[src/rtl/controller_pkg.sv]
// Shared encodings for the multi-cycle main control unit: opcodes, ALU and
// writeback selects, trap causes, FSM states and instruction classes.
package controller_pkg;

   localparam logic [6:0] OP_R   = 7'b0110011;
   localparam logic [6:0] OP_I   = 7'b0010011;
   localparam logic [6:0] OP_LD  = 7'b0000011;
   localparam logic [6:0] OP_SD  = 7'b0100011;
   localparam logic [6:0] OP_BEQ = 7'b1100011;
   localparam logic [6:0] OP_JAL = 7'b1101111;

   localparam logic [1:0] ALU_ADD    = 2'b00;
   localparam logic [1:0] ALU_SUB    = 2'b01;
   localparam logic [1:0] ALU_RFUNCT = 2'b10;
   localparam logic [1:0] ALU_IFUNCT = 2'b11;

   localparam logic [1:0] WB_ALU = 2'b00;
   localparam logic [1:0] WB_MEM = 2'b01;
   localparam logic [1:0] WB_PC4 = 2'b10;

   localparam logic [1:0] CAUSE_NONE    = 2'b00;
   localparam logic [1:0] CAUSE_ILLEGAL = 2'b01;
   localparam logic [1:0] CAUSE_IMEM    = 2'b10;
   localparam logic [1:0] CAUSE_DMEM    = 2'b11;

   typedef enum logic [2:0] {FETCH, DECODE, EXECUTE, MEM, WRITEBACK, TRAP} state_t;

   typedef enum logic [2:0] {CLS_R, CLS_I, CLS_LD, CLS_SD, CLS_BEQ, CLS_JAL} instr_class_t;

   function automatic logic is_mem_class(input instr_class_t c);
      return (c == CLS_LD) || (c == CLS_SD);
   endfunction

endpackage

[src/rtl/main_decoder.sv]
// Maps a 7-bit opcode to its instruction class and a legality flag; optional
// classes are reported illegal when their enable parameter is cleared.
module main_decoder
   import controller_pkg::*;
#(
   parameter bit ENABLE_IALU = 1'b1,
   parameter bit ENABLE_JAL  = 1'b1
) (
   input  logic [6:0]   opcode,
   output instr_class_t cls,
   output logic         legal
);

   always_comb begin
      cls   = CLS_R;
      legal = 1'b1;
      case (opcode)
         OP_R:   cls = CLS_R;
         OP_I:   begin cls = CLS_I;   legal = ENABLE_IALU; end
         OP_LD:  cls = CLS_LD;
         OP_SD:  cls = CLS_SD;
         OP_BEQ: cls = CLS_BEQ;
         OP_JAL: begin cls = CLS_JAL; legal = ENABLE_JAL;  end
         default: legal = 1'b0;
      endcase
   end

endmodule

[src/rtl/multicycle_controller.sv]
// Multi-cycle main control FSM (FETCH/DECODE/EXECUTE/MEM/WRITEBACK) with memory
// handshakes, a wait watchdog, sticky trapping and a retired-instruction counter.
module multicycle_controller
   import controller_pkg::*;
#(
   parameter int ALUOP_W     = 2,
   parameter int MEM_TIMEOUT = 16,
   parameter int CNT_W       = 32,
   parameter bit ENABLE_IALU = 1'b1,
   parameter bit ENABLE_JAL  = 1'b1
) (
   input  logic               clock,
   input  logic               reset,
   input  logic [6:0]         opcode,
   input  logic               zero,
   input  logic               imem_ready,
   input  logic               dmem_ready,
   output logic               pc_write,
   output logic               pc_src,
   output logic               ir_write,
   output logic               imem_read,
   output logic               alu_src,
   output logic [ALUOP_W-1:0] alu_op,
   output logic               mem_read,
   output logic               mem_write,
   output logic               reg_write,
   output logic [1:0]         wb_sel,
   output logic               branch,
   output logic               instr_done,
   output logic [CNT_W-1:0]   retired,
   output logic               trap,
   output logic [1:0]         trap_cause
);

   localparam int WAIT_W = (MEM_TIMEOUT > 1) ? $clog2(MEM_TIMEOUT) : 1;
   localparam logic [WAIT_W-1:0] WAIT_LAST = WAIT_W'((MEM_TIMEOUT > 0) ? MEM_TIMEOUT - 1 : 0);

   state_t             state;
   logic [6:0]         opcode_q;
   logic [6:0]         dec_opcode;
   instr_class_t       cls;
   logic               dec_legal;
   logic [WAIT_W-1:0]  wait_cnt;
   logic [CNT_W-1:0]   retired_q;
   logic [1:0]         trap_cause_q;
   logic               waiting;
   logic               timeout;

   // The decoder sees the live opcode only while decoding; afterwards it
   // re-classifies the latched copy so outputs stay Moore-style.
   assign dec_opcode = (state == DECODE) ? opcode : opcode_q;

   main_decoder #(
      .ENABLE_IALU (ENABLE_IALU),
      .ENABLE_JAL  (ENABLE_JAL)
   ) u_main_decoder (
      .opcode (dec_opcode),
      .cls    (cls),
      .legal  (dec_legal)
   );

   assign waiting = ((state == FETCH) && !imem_ready) || ((state == MEM) && !dmem_ready);
   assign timeout = (MEM_TIMEOUT != 0) && (wait_cnt == WAIT_LAST);

   always_ff @(posedge clock) begin
      if (reset) begin
         state        <= FETCH;
         opcode_q     <= '0;
         wait_cnt     <= '0;
         retired_q    <= '0;
         trap_cause_q <= CAUSE_NONE;
      end else begin
         if (instr_done)
            retired_q <= retired_q + CNT_W'(1);
         wait_cnt <= waiting ? wait_cnt + WAIT_W'(1) : '0;
         case (state)
            FETCH: begin
               if (imem_ready)
                  state <= DECODE;
               else if (timeout) begin
                  state        <= TRAP;
                  trap_cause_q <= CAUSE_IMEM;
               end
            end
            DECODE: begin
               opcode_q <= opcode;
               if (dec_legal)
                  state <= EXECUTE;
               else begin
                  state        <= TRAP;
                  trap_cause_q <= CAUSE_ILLEGAL;
               end
            end
            EXECUTE: begin
               if (is_mem_class(cls))
                  state <= MEM;
               else if ((cls == CLS_BEQ) || (cls == CLS_JAL))
                  state <= FETCH;
               else
                  state <= WRITEBACK;
            end
            MEM: begin
               if (dmem_ready)
                  state <= (cls == CLS_LD) ? WRITEBACK : FETCH;
               else if (timeout) begin
                  state        <= TRAP;
                  trap_cause_q <= CAUSE_DMEM;
               end
            end
            WRITEBACK: state <= FETCH;
            TRAP:      state <= TRAP;
            default:   state <= FETCH;
         endcase
      end
   end

   // Everything is forced low while reset is high so an aborted instruction
   // cannot commit PC, register or memory state on the reset cycle.
   always_comb begin
      pc_write   = 1'b0;
      pc_src     = 1'b0;
      ir_write   = 1'b0;
      imem_read  = 1'b0;
      alu_src    = 1'b0;
      alu_op     = '0;
      mem_read   = 1'b0;
      mem_write  = 1'b0;
      reg_write  = 1'b0;
      wb_sel     = WB_ALU;
      branch     = 1'b0;
      instr_done = 1'b0;
      retired    = '0;
      trap       = 1'b0;
      trap_cause = CAUSE_NONE;
      if (!reset) begin
         retired    = retired_q;
         trap       = (state == TRAP);
         trap_cause = trap_cause_q;
         case (state)
            FETCH: begin
               imem_read = 1'b1;
               ir_write  = imem_ready;
               pc_write  = imem_ready;
            end
            EXECUTE: begin
               case (cls)
                  CLS_R: alu_op = ALUOP_W'(ALU_RFUNCT);
                  CLS_I: begin
                     alu_op  = ALUOP_W'(ALU_IFUNCT);
                     alu_src = 1'b1;
                  end
                  CLS_LD, CLS_SD: begin
                     alu_op  = ALUOP_W'(ALU_ADD);
                     alu_src = 1'b1;
                  end
                  CLS_BEQ: begin
                     alu_op     = ALUOP_W'(ALU_SUB);
                     branch     = 1'b1;
                     pc_src     = 1'b1;
                     pc_write   = zero;
                     instr_done = 1'b1;
                  end
                  CLS_JAL: begin
                     reg_write  = 1'b1;
                     wb_sel     = WB_PC4;
                     pc_src     = 1'b1;
                     pc_write   = 1'b1;
                     instr_done = 1'b1;
                  end
                  default: ;
               endcase
            end
            MEM: begin
               if (cls == CLS_LD)
                  mem_read = 1'b1;
               else begin
                  mem_write  = 1'b1;
                  instr_done = dmem_ready;
               end
            end
            WRITEBACK: begin
               reg_write  = 1'b1;
               wb_sel     = (cls == CLS_LD) ? WB_MEM : WB_ALU;
               instr_done = 1'b1;
            end
            default: ;
         endcase
      end
   end

endmodule

[config.mk]
export PLATFORM = sky130hd
export DESIGN_NAME = multicycle_controller
export DESIGN_NICKNAME = d
export VERILOG_FILES = /design/src/rtl/controller_pkg.sv /design/src/rtl/main_decoder.sv /design/src/rtl/multicycle_controller.sv
export SDC_FILE = /design/constraint.sdc
export NUM_CORES = 1
export LEC_CHECK = 0
export ABC_CLOCK_PERIOD_IN_PS = 2100
export CAP_MARGIN = 20
export CELL_PAD_IN_SITES_DETAIL_PLACEMENT = 1
export CELL_PAD_IN_SITES_GLOBAL_PLACEMENT = 2
export CORE_UTILIZATION = 27
export CTS_CLUSTER_DIAMETER = 120
export DETAILED_ROUTE_END_ITERATION = 7
export MAX_ROUTING_LAYER = met4
export PLACE_DENSITY = 0.87
export SLEW_MARGIN = 20
export SYNTH_ARGS = -nofsm -noshare
export SYNTH_HDL_FRONTEND = slang
export SYNTH_SLANG_ARGS = --single-unit
[constraint.sdc]
create_clock -name clock -period 2.1 [get_ports clock]
set_input_delay 0.21 -clock clock [delete_from_list [all_inputs] [get_ports clock]]
set_output_delay 0.21 -clock clock [all_outputs]
set_load 0.1 [all_outputs]
==> results of run 1 <==
cells in the mapped netlist (6+ instances only):
cell | n | area [um^2]
dfxtp_1 | 48 | 961
clkbuf_1 | 14 | 52.6
and3_1 | 7 | 43.8
nand3_1 | 14 | 70.1
o21ai_0 | 9 | 45.0
nor3_1 | 14 | 70.1
nand2_1 | 31 | 116
nor2b_1 | 35 | 219
mux2_2 | 27 | 304
a21oi_1 | 36 | 180
a21boi_0 | 6 | 45.0
nor2_1 | 48 | 180
nand4_1 | 9 | 56.3
cell usage in the layout, fill, tap and decap left out, types with 5 or more instances in the layout:
cell type / n
nor2_1: 42
dfxtp_1: 44
nor4_4: 5
nand3_1: 13
clkdlybuf4s50_1: 10
nand4_1: 9
a21oi_2: 21
mux2_4: 23
nor3_1: 11
o21ai_0: 6
and3_1: 7
nor2b_2: 30
buf_6: 14
nand2_1: 29
buf_4: 74
a21oi_1: 12
clkbuf_8: 5
buf_12: 53
critical path: stages (launching register included):
cell     delay, ns
dfxtp_2       0.34
buf_6         0.16
nor3b_4       0.22
buf_6         0.16
mux2i_4       0.29
xnor2_2       0.11
o21a_4        0.25
o41ai_4       0.26
buf_12        0.22
report_power, final:
group / internal (uW) / switching [uW] / total (uW)
Sequential: 935 / 22.7 / 957
Combinational: 284 / 356 / 640
Clock: 238 / 336 / 574
cell type report:
cell class                      instances  area (um^2)  area share, %
Timing Repair Buffer                  152         1900           33.1
Inverter                                5         22.5          0.393
Clock buffer                            6         72.6           1.27
Tap cell                              140          175           3.05
Sequential cell                        48          968           16.9
Multi-Input combinational cell        305         2580           45.0
Clock inverter                          2         16.3          0.284
registers in the layout, summed over array words and instances (netlist names):
| signal | count |
|---|---|
| wait_cnt | 4 |
| trap_cause_q | 2 |
| state | 3 |
| opcode_q | 7 |
| retired_q | 32 |
cell families after synthesis:
kind of cell	Yosys count	synth area share [%]
and+or+nand+nor	189	34.5
AOI/OAI and AO/OA	79	17.3
DFF	48	32.1
muxes	29	10.8
buffers and inverters	23	2.97
xor gates and xnor gates	5	1.46
adders and majority gates	2	0.836
worst max-delay path by stage:
stage	endpoint	slack, ns	cells after the start
detailed placement	retired_q[21]	-0.36	7
global route	reg_write	-0.50	7
CTS	reg_write	-0.43	8
global placement	retired_q[23]	-0.25	7
finish	reg_write	-0.45	8
floorplan	reg_write	-0.86	7
per-layer routing:
metal  part of all wire, %  wire [um]
met1                    42       5700
met2                    52       7050
met3                   3.3        446
met4                   3.5        476
met5                     0          0
timing repair:
item,4_1_cts,5_1_grt
setup buffers,17,12
pin swaps,20,22
resized for setup,87,25
hold buffers,0,0
cloned,0,2
endpoints found under the setup margin,41,45
through the flow:
| step | TNS (ns) | power [uW] | hold WS, ns | worst slack, ns | area, um^2 |
|---|---|---|---|---|---|
| 2_1_floorplan | -6.35 | 1260 | 0.346 | -0.863 | 3270 |
| 3_3_place_gp | -6.37 | 1440 | 0.428 | -0.253 | 4940 |
| 3_5_place_dp | -9.03 | 1450 | 0.448 | -0.364 | 4940 |
| 4_1_cts | -6.27 | 2070 | 0.322 | -0.434 | 5520 |
| 5_1_grt | -11.40 | 2240 | 0.369 | -0.499 | 5740 |
| 6_report | -10.15 | 2170 | 0.367 | -0.451 | 5740 |
==> results.ini, run 1 <==
[cts]
clk_pin_slew_ns = 0.10
numClockSinks = 48
root_buffer = clkbuf_8
cts_buffer_depth = 2
tritoncts.num_buffers = 5
cts_max_level = 2
cts_tree = done
clk_latency_ns = 0.31

[yosys]
synth_fp_nets = 389
synth-edff-count = 0
ys_async_sr_fraction_pct = 0
synthCells = 375
synth_cell_types = 57
avgSynthCellArea_um2 = 7.98
netlist_area_um2 = 2990
ys_seq_elements = 48
synth_flop_cell = dfxtp_1
synth_warnings = 0
ys_seq_area_share_pct = 32.1

[critical_path]
crit_path_start = state[1]
arrival_ns = 2.34
crit_type = flip-flop to output pin
critPathMaxFanout = 15
cp.required_ns = 1.89
r2r_end = retired_q[2]
r2r_cells = 9
rr_startpoint = state[0]
start_kind = flip-flop
cp-end-kind = output pin
rrSetupSlack_ns = -0.42

[run_status]
violations = setup timing
run_status = finished, violations left

[power]
p_leak_uw = 0.00210
power_density_nw_per_um2 = 379
peakVddDrop_uv = 418

[sta]
worst_pin_slew_ns = 0.562
final.setup.worst_slack_ns = -0.451
fin_skew_ns = 0.0201
slew_viol_final = 0
min_period_ns = 2.55
max_slew_margin_pct = 62.5
setup_viol = 45
fmax_mhz = 392
finalHoldViolCount = 0
rsz0062_at_grt = true
period_share_pct = 121

[routing]
num_vias = 3585
drt_iter0_drc = 191
drc = 0
first_pass_iters = 4
routedWlPerCell_um = 20.8
drt.antenna.violating_nets = 0
drt_wl_total_mm = 13.7
via_per_inst = 5.45

[global_routing]
grt_pass1_vias = 3737
grt_usage_pct = 22.5
top_usage_layer = met2
grt_pass1_wl_mm = 19.9
antenna_found_initial = 0
met3_usage_pct = 3.09
globalRouteOverflowTotal = 0
gr-usage-met2_pct = 39.4
grt_max_degree = 44
grt_use_met1_pct = 26.7

[layout]
final_nets = 531
area_delta_synth_final_pct = 91.6
drive_above_1_share_pct = 55.4
n_fill_cell = 1173
final_util_pct = 52.9
final-instance-count-excl-fill = 658
diodes = 0

[floorplanning]
core_area_um2 = 10800
die_y_um = 107
die_w_um = 107
rows = 38
io_pins = 61
initial_core_util_pct = 27.6
die_area_um2 = 11500

[placement]
place.gp.congestion = 0.858
hpwl_mm = 7.64
dp.cells = 623
io_buffers = 60

[worst_hold_path]
hold-path-endpoint = state[2]
hp-class = primary input to flip-flop
holdCritStartpoint = reset
min_path_cells = 3

[job]
maxCapViolCount = 0

(Power assumes the default switching activity.)
==> run 2: changes to the inputs <==
Settings changed: SYNTH_HIERARCHICAL set to 1.
==> results.ini, run 2 <==
[placement]
place.gp.congestion = 0.759
place_ws_ns = -0.878
dp.cells = 565
io_buffers = 60
hpwl_mm = 6.52

[power]
finalPower_uw = 1970
p_int_uw = 1370
power_density_nw_per_um2 = 370
p_comb_share_pct = 24.7
switching_share_pct = 30.4
p_leak_uw = 0.00206
p_clk_share_pct = 27.6
seqPwrFrac_pct = 47.7
power.switching_uw = 600
peakVddDrop_uv = 195

[sta]
period_share_pct = 146
finalHoldViolCount = 0
rsz0062_at_grt = true
holdWs_ns = 0.168
setup_viol = 49
fmax_mhz = 326
worst_pin_slew_ns = 0.661
final.setup.worst_slack_ns = -0.971
slew_viol_final = 0
max_slew_margin_pct = 55.8
fin_skew_ns = 0.00986
min_period_ns = 3.07

[floorplanning]
core_area_um2 = 10300
die_y_um = 105
io_pins = 61
initial_core_util_pct = 27.9
die_w_um = 105
die_area_um2 = 11100
rows = 37

[layout]
n_fill_cell = 1084
final_nets = 470
drive_above_1_share_pct = 52.4
diodes = 0
top_regs = retired_q (32), opcode_q (7), wait_cnt (4)
largest_register_ffs = 32
mostFrequentLayoutCells = 51 x buf_12, 46 x dfxtp_1, 34 x nor2_1
top_register = retired_q
final-instance-count-excl-fill = 592
final_common_cell = buf_12
area_delta_synth_final_pct = 84.9

[yosys]
synth.most_common_cell = dfxtp_1
synth-edff-count = 0
ys_seq_elements = 48
synth_fp_nets = 365
synthTopCellsByCount = 48 x dfxtp_1, 44 x nor2_1, 43 x nor2b_1
ys_async_sr_fraction_pct = 0
synth_warnings = 6
synth_top_area_cell = dfxtp_1
synth_cell_types = 57
netlist_area_um2 = 2880
synth_flop_cell = dfxtp_1
avgSynthCellArea_um2 = 8.21
synthCells = 351
netlist.area_leader.share_pct = 33.3
ys_seq_area_share_pct = 33.3
synth_area_leaders = dfxtp_1 33%, nor2b_1 9.3%, nor2_1 5.7%

[critical_path]
rrSetupSlack_ns = -0.90
arrival_ns = 2.86
crit_type = flip-flop to output pin
cp.required_ns = 1.89
start_kind = flip-flop
critPathMaxFanout = 6
cp-end-kind = output pin

[global_routing]
antenna_found_initial = 0
grt_pass1_wl_mm = 15.8
grt_usage_pct = 18.2
grt_max_degree = 59
globalRouteOverflowTotal = 0
grt_pass1_vias = 3123

[cts]
cts_tree = done
cts_max_level = 2
cts_buffer_depth = 2
numClockSinks = 48
clk_latency_ns = 0.31
postCtsHoldBufs = 0
root_buffer = clkbuf_8
clk_pin_slew_ns = 0.09
tritoncts.num_buffers = 5

[run_status]
run_status = finished, violations left
violations = setup timing

[routing]
drc = 0
first_pass_iters = 4
drt.antenna.violating_nets = 0
num_vias = 2971
drt_wl_total_mm = 10.1
routedWlPerCell_um = 17.0
drt_iter0_drc = 84
via_per_inst = 5.02

[job]
maxCapViolCount = 0

[worst_hold_path]
hp-class = primary input to flip-flop

[run 2: cell types whose count changed in the layout (fill, tap and decap cells not counted), sizes merged, moves of 5 or more]
cell / delta
o31ai: +5
a21boi: -7
nor2b: +9
mux2: -5
a21oi: -20
buf: -36
or4: +9
[run 2: cell families (layout without fill, tap and decap cells)]
group	after synthesis	after routing	share of synthesized area [%]
simple gates	193	195	37.8
compound gates	50	50	11.2
flops	48	48	33.3
buf+inv	24	127	4.39
mux	22	22	8.73
xor+xnor	12	12	3.65
fa+ha+maj	2	2	0.868
[run 2: area by class of cell]
type                       count  area (um^2)  share of cell area, %
multi-input combinational    281         2490                   46.7
timing repair buffer         115         1610                   30.1
sequential                    48          963                   18.1
tap                          136          170                   3.19
clock buffer                   6         72.6                   1.36
inverter                       5         22.5                  0.423
clock inverter                 1         5.00                 0.0939
[run 2: power by group through the flow]
stage	Sequential [uW]	Clock [uW]	Combinational, uW
after floorplan	960	0	292
after global placement	961	0	404
after detailed placement	963	0	417
after CTS	942	565	454
after global routing	945	597	516
final	942	544	487
[run 2: worst paths after layout]
check,start,end,depth (start not counted)
worst min register to register,wait_cnt[0],wait_cnt[0],1
worst max-delay path,state[2],mem_read,12
worst max register to register,state[2],retired_q[28],13
worst min-delay path,reset,retired_q[7],2
[run 2: per-stage QoR]
step                      setup TNS, ns  area (um^2)  util (%)
after floorplan                  -37.06         3210         -
after global placement           -28.27         4590      44.4
after detailed placement         -31.69         4590      44.4
after CTS                        -36.39         5050      48.9
after global routing             -41.45         5330      51.6
final                            -36.24         5330      51.6
[run 2: layer usage]
layer | global-route usage, % | up-vias | wire length, um
li1 | - | 1443 | -
met1 | 21.1 | 1450 | 4260
met2 | 32.9 | 66 | 5360
met3 | 2.78 | 12 | 324
met4 | 4.12 | 0 | 155
met5 | - | - | 0
[run 2: what timing repair did]
item	in CTS	in global routing
setup endpoints to repair	49	49
pin swaps	38	30
setup buffers	13	9
gates cloned	2	0
gates resized for setup	52	52
[run 2: worst max-delay path, stage by stage (launching register included)]
cell	delay, ns
dfxtp_2	0.34
nor2_4	0.10
and2_4	0.20
buf_6	0.11
mux2_4	0.34
buf_6	0.13
nand4_1	0.14
a21oi_2	0.09
or3b_4	0.41
buf_6	0.15
buf_6	0.11
nor3_4	0.22
buf_12	0.20
==> run 3: changes to the inputs <==
Settings changed: CORE_ASPECT_RATIO set to 0.5.
==> results.ini, run 3 (synthesis results as in run 2) <==
[run_status]
run_status = finished, violations left
violations = setup timing

[critical_path]
cp_slowest_stage_delay_ns = 0.48
worstPathCellList = nor2_4 -> and2_4 -> mux2_4 -> xor2_2 -> nor4b_4 -> and4bb_2 -> o211ai_1 -> buf_4 -> and2_4 -> or4_1 -> a21oi_1
cp.required_ns = 2.31
slowest_stage = or4_1
critPathMaxFanout = 7
crit_top_cell = and2_4
cp-end-kind = flip-flop
start_kind = flip-flop
arrival_ns = 3.26
crit_type = flip-flop to flip-flop

[power]
p_leak_uw = 0.00201
power_density_nw_per_um2 = 429
peakVddDrop_uv = 325
finalPower_uw = 2250

[sta]
slew_viol_final = 0
max_slew_margin_pct = 68.0
worst_pin_slew_ns = 0.479
min_period_ns = 3.05
fin_skew_ns = 0.00497
fmax_mhz = 328
setup_viol = 49
tns_ns = -35.56
rsz0062_at_grt = true
finalHoldViolCount = 0
period_share_pct = 145
final.setup.worst_slack_ns = -0.949

[placement]
io_buffers = 60
placed_cell_area_um2 = 4540
hpwl_mm = 6.40
dp.cells = 563
place.gp.congestion = 0.764

[layout]
final_common_cell = buf_12
diodes = 0
top_register = retired_q
drive_above_1_share_pct = 51.8
n_fill_cell = 1141
stdcell_area_um2 = 5260
area_delta_synth_final_pct = 82.5
mostFrequentLayoutCells = 48 x buf_12, 46 x dfxtp_1, 42 x buf_4
final_nets = 467
final-instance-count-excl-fill = 594
top_regs = retired_q (32), opcode_q (7), wait_cnt (4)
largest_register_ffs = 32

[global_routing]
grt_max_degree = 40
grt_usage_pct = 17.5
grt_pass1_vias = 3039
grt_pass1_wl_mm = 15.0
antenna_found_initial = 0
globalRouteOverflowTotal = 0

[cts]
clk_latency_ns = 0.29
cts_max_level = 2
cts_tree = done
numClockSinks = 48
cts_buffer_depth = 2
tritoncts.num_buffers = 5
root_buffer = clkbuf_16
clk_pin_slew_ns = 0.07
postCtsHoldBufs = 0

[routing]
wl_met2_mm = 4.99
drc = 0
top_layer_used = met4
wl_met1_mm = 4.43
dr_wl_met3_um = 261
via_per_inst = 4.94
drt.antenna.violating_nets = 0
num_vias = 2937
drt_wl_total_mm = 9.76
drt_iter0_drc = 94
first_pass_iters = 4
routedWlPerCell_um = 16.4

[floorplanning]
initial_core_util_pct = 28.0
die_w_um = 148
core_area_um2 = 10300
io_pins = 61
die_area_um2 = 11100
rows = 26
die_y_um = 75.1

[job]
maxCapViolCount = 0

[worst_hold_path]
hp-class = primary input to flip-flop

==> run 3: cell types whose count changed in the layout (fill, tap and decap cells not counted), moves of 4 or more <==
cell | previous run | this run
clkbuf_8 | 5 | 1
buf_4 | 33 | 42
clkbuf_16 | 0 | 5
nor3_4 | 7 | 3
buf_6 | 21 | 12
nor3_2 | 2 | 7
==> run 3: what timing repair did <==
action,in CTS,in global routing
pin swaps,24,28
gates cloned,1,1
gates resized for setup,46,47
setup endpoints to repair,49,49
buffers inserted,16,10
==> run 3: final timing paths <==
kind / startpoint / end / slack, ns / depth (start not counted)
worst max-delay path: state[1] / retired_q[25] / -0.95 / 11
worst min-delay path: reset / retired_q[3] / 0.42 / 3
worst max register to register: state[1] / retired_q[25] / -0.95 / 11
worst min register to register: wait_cnt[0] / wait_cnt[0] / 0.46 / 1
==> run 3: area by class of cell <==
class	instances	area, um^2	share of cell area, %
Multi-Input combinational cell	281	2430	46.3
Timing Repair Buffer	112	1510	28.7
Sequential cell	48	963	18.3
Tap cell	140	175	3.33
Clock buffer	7	143	2.71
Inverter	5	22.5	0.428
Clock inverter	1	7.51	0.143
==> run 3: where the power goes <==
part | switching [uW] | internal (uW)
registers | 11.1 | 931
clock network | 358 | 475
logic | 267 | 212
total | 636 | 1620
==> run 3: critical path: cells and delay by family (launching register included) <==
family / cells / cell delay, ns
and+or+nand+nor: 6 / 1.64
muxes: 1 / 0.35
DFF: 1 / 0.34
AOI/OAI and AO/OA: 2 / 0.28
xor gates and xnor gates: 1 / 0.20
buffers and inverters: 1 / 0.18
==> run 3: layer usage <==
metal	vias to the layer above	GRT usage, %
li1	1430	-
met2	41	31.6
met5	-	-
met1	1458	20.9
met4	0	3.09
met3	8	3.15
==> run 3: through the flow <==
| stage | utilization (%) | hold WS, ns | setup slack (ns) |
|---|---|---|---|
| final | 51.1 | 0.416 | -0.949 |
| after global routing | 51.1 | 0.441 | -1.07 |
| after CTS | 48.7 | 0.414 | -0.840 |
| after detailed placement | 44.1 | 0.455 | -0.860 |
| after global placement | 44.1 | 0.434 | -0.816 |
| after floorplan | - | 0.418 | -1.24 |
